[src/rtl/iob_fp_add_arb.sv]
// Round-robin sharing of one pipelined FP adder among N_REQ requesters.
// A tag pipeline tracks the owner of each in-flight operation and routes its result back.
module iob_fp_add_arb #(
    parameter int unsigned DATA_W  = 32,
    parameter int unsigned EXP_W   = 8,
    parameter int unsigned N_REQ   = 4,
    parameter int unsigned ADD_LAT = 5,
    parameter int unsigned ID_W    = $clog2(N_REQ)
) (
    input  logic                     clk_i,
    input  logic                     rst_i,
    input  logic                     en_i,
    input  logic [N_REQ-1:0]         req_valid_i,
    output logic [N_REQ-1:0]         req_ready_o,
    input  logic [N_REQ*DATA_W-1:0]  req_op_a_i,
    input  logic [N_REQ*DATA_W-1:0]  req_op_b_i,
    output logic                     add_start_o,
    output logic [DATA_W-1:0]        add_op_a_o,
    output logic [DATA_W-1:0]        add_op_b_o,
    input  logic                     add_done_i,
    input  logic [DATA_W-1:0]        add_res_i,
    output logic [N_REQ-1:0]         rsp_valid_o,
    output logic [DATA_W-1:0]        rsp_data_o,
    output logic [ID_W-1:0]          rsp_id_o,
    output logic                     busy_o,
    output logic                     err_o
);

    localparam int unsigned CNT_W = $clog2(ADD_LAT + 3);

    if (N_REQ < 2 || ADD_LAT < 1 || EXP_W == 0 || EXP_W >= DATA_W) begin : g_bad_cfg
        $error("iob_fp_add_arb: invalid parameter set");
    end

    logic [ID_W-1:0]              ptr_q;
    logic [ID_W-1:0]              idx;
    logic [ID_W-1:0]              gnt_id;
    logic                         accept;
    logic [ADD_LAT:0]             tag_v_q;
    logic [ADD_LAT:0][ID_W-1:0]   tag_id_q;
    logic [CNT_W-1:0]             cnt_q;
    logic [CNT_W-1:0]             cnt_d;
    logic                         head_v;
    logic [ID_W-1:0]              head_id;

    assign head_v  = tag_v_q[ADD_LAT];
    assign head_id = tag_id_q[ADD_LAT];

    // Search from ptr+1 with wrap; grants are suppressed while disabled or in reset.
    always_comb begin
        req_ready_o = '0;
        gnt_id      = '0;
        idx         = '0;
        accept      = 1'b0;
        for (int unsigned i = 1; i <= N_REQ; i++) begin
            idx = ID_W'((32'(ptr_q) + i) % N_REQ);
            if (!accept && en_i && !rst_i && req_valid_i[idx]) begin
                accept      = 1'b1;
                gnt_id      = idx;
                req_ready_o = N_REQ'(1) << idx;
            end
        end
    end

    // Accepts and responses landing together cancel out.
    always_comb begin
        cnt_d = cnt_q;
        if (accept && !(|rsp_valid_o)) begin
            cnt_d = cnt_q + CNT_W'(1);
        end else if (!accept && (|rsp_valid_o)) begin
            cnt_d = cnt_q - CNT_W'(1);
        end
    end

    always_ff @(posedge clk_i or posedge rst_i) begin
        if (rst_i) begin
            ptr_q       <= ID_W'(N_REQ - 1);
            add_start_o <= 1'b0;
            add_op_a_o  <= '0;
            add_op_b_o  <= '0;
            tag_v_q     <= '0;
            tag_id_q    <= '0;
            rsp_valid_o <= '0;
            rsp_data_o  <= '0;
            rsp_id_o    <= '0;
            cnt_q       <= '0;
            busy_o      <= 1'b0;
            err_o       <= 1'b0;
        end else begin
            add_start_o <= accept;
            if (accept) begin
                ptr_q      <= gnt_id;
                add_op_a_o <= req_op_a_i[gnt_id*DATA_W +: DATA_W];
                add_op_b_o <= req_op_b_i[gnt_id*DATA_W +: DATA_W];
            end
            // Stage 0 lines up with add_start_o, the head with add_done_i.
            tag_v_q  <= {tag_v_q[ADD_LAT-1:0], accept};
            tag_id_q <= {tag_id_q[ADD_LAT-1:0], gnt_id};

            rsp_valid_o <= '0;
            if (add_done_i && head_v) begin
                rsp_valid_o <= N_REQ'(1) << head_id;
                rsp_data_o  <= add_res_i;
                rsp_id_o    <= head_id;
            end
            if (add_done_i != head_v) begin
                err_o <= 1'b1;
            end
            cnt_q  <= cnt_d;
            busy_o <= (cnt_d != '0);
        end
    end

endmodule

[config.mk]
export PLATFORM = sky130hd
export DESIGN_NAME = iob_fp_add_arb
export DESIGN_NICKNAME = d
export VERILOG_FILES = /design/src/rtl/iob_fp_add_arb.sv
export SDC_FILE = /design/constraint.sdc
export NUM_CORES = 1
export LEC_CHECK = 0
export BUFFER_PORTS_ARGS = -buffer_cell sky130_fd_sc_hd__buf_2
export CAP_MARGIN = 20
export CORE_AREA = 2 2 157 159
export CTS_CLUSTER_DIAMETER = 50
export DETAILED_ROUTE_END_ITERATION = 12
export DIE_AREA = 0 0 159 161
export GPL_ROUTABILITY_DRIVEN = 0
export SYNTH_ARGS = -nofsm -noshare
export SYNTH_HDL_FRONTEND = slang
export SYNTH_SLANG_ARGS = --single-unit
[constraint.sdc]
create_clock -name clk_i -period 8.1 [get_ports clk_i]
set_input_delay 1.62 -clock clk_i [delete_from_list [all_inputs] [get_ports clk_i]]
set_output_delay 1.62 -clock clk_i [all_outputs]
set_load 0.005 [all_outputs]
## Yosys cells after proc, flatten, opt, wreduce, memory -nomap -nowiden

Cells that the tools add are included.

| storage, ports and cells | value |
|---|---|
| register bits after elaboration | 128 |
| RAM bits | 0 |
| memories | 0 |
| bits in latches | 0 |
| bits of input ports | 296 |
| memory bits (read-only) | 0 |

| cells by class | value |
|---|---|
| $mul | 0 |
| divide/modulo/power cells | 0 |
| magnitude comparators | 4 |
| equality and inequality tests | 1 |
| shift-type cells | 7 |
| muxes and demuxes | 23 |
| bitwise operators | 0 |
| reductions and logical operators | 22 |
| $add $sub $neg | 6 |

Operator list:

| operator | number |
|---|---|
| 128-bit by 8-bit indexed part select with 32-bit output | 2 |
| 4-bit two-way mux | 5 |
| 1-bit by 2-bit << shifter with 4-bit output, first input constant | 5 |
| 1-bit logical AND | 14 |
| 2-bit by 3-bit less-than comparator with 1-bit output, second input constant | 4 |
| 1-bit binary-select mux with 2-bit select | 4 |
| 1-bit two-way mux | 8 |
| 2-bit two-way mux | 4 |
| 1-bit zero test | 6 |
| 3-bit two-way mux | 2 |
| 2-bit by 1-bit adder with 2-bit output, second input constant | 2 |
| 2-bit adder, second input constant | 2 |
| 4-bit OR reduction | 1 |
| 3-bit by 1-bit adder with 3-bit output, second input constant | 1 |
| 3-bit nonzero test | 1 |
| 3-bit by 1-bit subtractor with 3-bit output, second input constant | 1 |
| 1-bit inequality test | 1 |

## Depth between registers and ports, before layout

| depth | value |
|---|---|
| depth in word-level cells | 25 |
| depth in mapped cells | 11 |
| gate-level depth less buffers | 8 |

## Worst setup path after synthesis

Ideal clock, no wire load.

| timing | value |
|---|---|
| path kind | input port to output port |
| start | input port req_valid_i[0] |
| end | output port req_ready_o[0] |
| setup slack | 3.652 ns |
| required time | 6.480 ns |
| arrival time | 2.828 ns |
| path buffers | 0 |
| cell stages on the path | 4 |
| path through | mux4_2 > and3_1 > a222oi_1 > o21ai_0 |

| between the ends | value |
|---|---|
| word-level cells in the longest chain between the ends | 19 |
| elaborated cells on any way between the ends | 28 |
| those cells by class | 15 x mux; 13 x reduce/logical |

Ends and longest elaborated chain:

| what | RTL line | text |
|---|---|---|
| from (decl) | 13 | `input logic [N_REQ-1:0] req_valid_i,` |
| 1-bit binary-select mux with 2-bit select | 57 | `if (!accept && en_i && !rst_i && req_valid_i[idx]) begin` |
| 1-bit two-way mux (implied by the code) | 57 |  |
| 1-bit logical AND | 57 |  |
| 1-bit two-way mux | 57 |  |
| 1-bit zero test | 57 |  |
| 1-bit logical AND (3 in a row) | 57 |  |
| 1-bit two-way mux | 57 |  |
| 1-bit zero test | 57 |  |
| 1-bit logical AND (3 in a row) | 57 |  |
| 1-bit two-way mux | 57 |  |
| 1-bit zero test | 57 |  |
| 1-bit logical AND (3 in a row) | 57 |  |
| 4-bit two-way mux (*) | 57 |  |
| to (decl) | 14 | `output logic [N_REQ-1:0] req_ready_o,` |

Mark *: on every way between the ends. The rest lies on a longest branch, timed or not. The select of a mux whose other input is x is not followed.

## Worst setup path in the final report

| timing | value |
|---|---|
| start | input port req_valid_i[2] |
| end | output port req_ready_o[3] |

The elaborated chain is that of the path after synthesis.

==> run_results.csv <==
group,metric,value,unit
cells_and_area,layout-drive-gt1-share,51.85,%
worst_setup_path,cp-startpoint,"req_valid_i[2]",
worst_setup_path,critPathMaxStageDelay,540,ps
routing,drtIter0Drc,270,
clock_tree,clockRootBuffer,"clkbuf_16",
floorplan,core_area,0.02396,mm^2
clock_tree,cts_tree,"yes",
power_and_ir_drop,power_per_cell_area,330.0,mW/mm^2
worst_setup_path,end_kind,"output pin",
synthesis,synth.cell_area,0.006538,mm^2
synthesis,async_flop_share,100.0,%
floorplan,initial_core_util,27.28,%
run_status,status,"completed",
grt,grt_pass1_vias,6151,
synthesis,yosys-top-cells-count,"129 x mux2i_1, 125 x dfrtp_1, 65 x nand2_1",
sta,max_slew_margin,40.54,%
routing,wirelength,21.54,mm
synthesis,ys.flop_type,"dfrtp_1",
floorplan,die-area,0.02560,mm^2
routing,routedWlPerCell,16.93,um
grt,grt_max_degree,111,
cells_and_area,syn2layout_area_growth,44.88,%
cells_and_area,fin_nets,1239,
clock_tree,numCtsBuffers,17,
grt,gr-usage-all-layers,16.47,%
clock_tree,cts_resized,0,
grt,gr-total-overflow,0,
routing,drtAntennaViolNets,0,
sta,tightestPinTransition,892.0,ps
synthesis,syn_inst,541,
synthesis,synth.distinct_cells,42,
clock_tree,hold_buffers,0,
placed_design,post-place-cells,1237,
synthesis,ys_top_cells_by_area,"dfrtp_1 48%, mux2i_1 20%, o221ai_1 8.6%, mux2_2 5.7%, nand2_1 3.7%",
clock_tree,cts.sinks,127,
worst_setup_path,rr_startpoint,"ptr_q[0]$_DFFE_PP1P_",
sta,rsz0062_at_grt,"no",
sta,fmaxAchievable,0.2040,GHz
grt,antenna_found_initial,3,
synthesis,syn_area_per_cell,12.08,um^2
sta,period_share,60.51,%
worst_setup_path,crit_chain,"buf_2 -> mux4_2 -> and3_1 -> a222oi_1 -> o21ai_0 -> buf_2",
cells_and_area,stdcell_count,1272,
floorplan,die_w,159,um
power_and_ir_drop,p_total,3.126,mW
worst_setup_path,critPathKind,"in2out",
synthesis,ys_warn_count,0,
sta,setup_tns,0,ps
power_and_ir_drop,irDropWorstVdd,174.0,uV
hold_path,min_from,"tag_id_q[2]$_DFF_PP0_",
sta,hold_viol,0,
floorplan,rows,57,
cells_and_area,fillerInstances,2435,
clock_tree,htreeDepth,4,
placed_design,place.detailed.hpwl,16.13,mm
synthesis,yosysTopAreaCell,"dfrtp_1",
synthesis,synth_edf_count,0,
synthesis,seq_area_frac_synth,48.65,%
worst_setup_path,path_common_cell,"buf_2",
power_and_ir_drop,p_leak,4.582,nW
sta,finalSetupViolations,0,
grt,grt_pass1_wl,33.04,mm
synthesis,ys_seq_elements,127,
routing,drcViolationCount,0,
routing,vias,5956,
synthesis,yosysMostFrequentCell,"mux2i_1",
routing,drt-vias-per-instance,4.682,
worst_setup_path,critPathSlowestCell,"mux4_2",
clock_tree,clk_pin_slew,60,ps
sta,drv_slew,0,
clock_tree,clock_latency,410,ps
sta,fin_crit,4901,ps
run,cap_violations,0,
worst_setup_path,cp.arrival,3280,ps
worst_setup_path,start_kind,"input pin",
clock_tree,clk_path_buf_depth,2,
floorplan,num_io_pins,405,
sta,finClkSkew,7.571,ps
worst_setup_path,path_max_fanout,7,
floorplan,die_y,161,um
clock_tree,post_cts_buffers,0,
placed_design,port_buffers,404,
synthesis,yosysTopAreaCellShare,47.85,%
worst_setup_path,cp.required,6480,ps
hold_path,min_path_type,"reg2reg",
routing,first_pass_iters,5,
synthesis,syn_nets,848,
[critical path, delay by kind of cell]
| family | cells | cell delay [ps] |
|---|---|---|
| AO/OA/AOI/OAI | 2 | 560 |
| buffers and inverters | 2 | 290 |
| multiplexers | 1 | 540 |
| AND/OR/NAND/NOR | 1 | 280 |
[final timing paths]
kind / end / slack (ps) / cells past startpoint
min in group asynchronous: add_op_a_o[7]$_DFFE_PP0P_ / 1290 / 2
hold reg to reg: tag_id_q[4]$_DFF_PP0_ / 350 / 0
setup / recovery: req_ready_o[3] / 3200 / 6
max in group asynchronous: add_op_b_o[16]$_DFFE_PP0P_ / 5560 / 3
hold / removal: tag_id_q[4]$_DFF_PP0_ / 350 / 0
setup reg to reg: add_op_a_o[12]$_DFFE_PP0P_ / 4310 / 9
[metrics by stage]
stage | cell area (um^2) | setup slack [ps] | hold slack [ps] | util, %
final | 9472 | 3199 | 346.7 | 39.53
after global placement | 8841 | 3331 | 331.4 | 36.89
after CTS | 9464 | 3228 | 348.2 | 39.49
after floorplan | 6538 | 3099 | 331.2 | -
after detailed placement | 8841 | 3234 | 334.7 | 36.89
after global routing | 9472 | 3097 | 353.0 | 39.53
[logic make-up after synthesis]
logic type                 share of synthesized area [%]
AOI/OAI and AO/OA                                  11.92
xor gates and xnor gates                          0.4020
adders and majority gates                          2.105
buffers and inverters                              4.173
DFF                                                48.65
muxes                                              26.81
and+or+nand+nor                                    5.933
[cells in the final DEF (no fill, tap or decap), types with 3 or more instances in the layout]
cell / count
buf_4: 6
nand2b_1: 3
mux4_2: 4
diode_2: 3
clkbuf_16: 17
inv_6: 8
and3_1: 3
dfrtp_1: 125
o21ai_0: 7
inv_1: 12
bufinv_16: 3
buf_2: 404
mux2i_1: 129
a222oi_1: 4
nor2_1: 6
mux2_2: 33
nand2_1: 65
o221ai_1: 64
ha_1: 11
xnor2_1: 3
[routing by layer]
layer / up-vias / track usage (%) / routed length (um)
met1: 2813 / 18.35 / 8287
met2: 298 / 29.21 / 11060
met4: 0 / 5.950 / 347
met5: - / 0 / 0
met3: 24 / 5.727 / 1840
li1: 2821 / - / -
[power by group]
| part | internal [mW] | switching (mW) |
|---|---|---|
| sequential | 0.906 | 0.156 |
| combinational | 0.602 | 0.648 |
| clock | 0.496 | 0.317 |
| total | 2.00 | 1.12 |
[sequential cells by signal, summed over array words and instances, names as in the netlist]
register / flops
rsp_id_o: 2
tag_v_q: 6
rsp_data_o: 32
tag_id_q: 10
rsp_valid_o: 4
err_o: 1
cnt_q: 3
busy_o: 1
head_id: 2
add_op_b_o: 32
ptr_q: 2
add_op_a_o: 32
[final cells by class]
class	instances	area, um^2	area share (%)
Antenna cell	3	7.507	0.07926
Clock buffer	17	425.4	4.491
Clock inverter	15	197.7	2.087
Inverter	15	61.31	0.6473
Multi-Input combinational cell	360	3107	32.80
Sequential cell	127	3181	33.58
Tap cell	324	405.4	4.280
Timing Repair Buffer	411	2087	22.03
(Power assumes the default switching activity.)
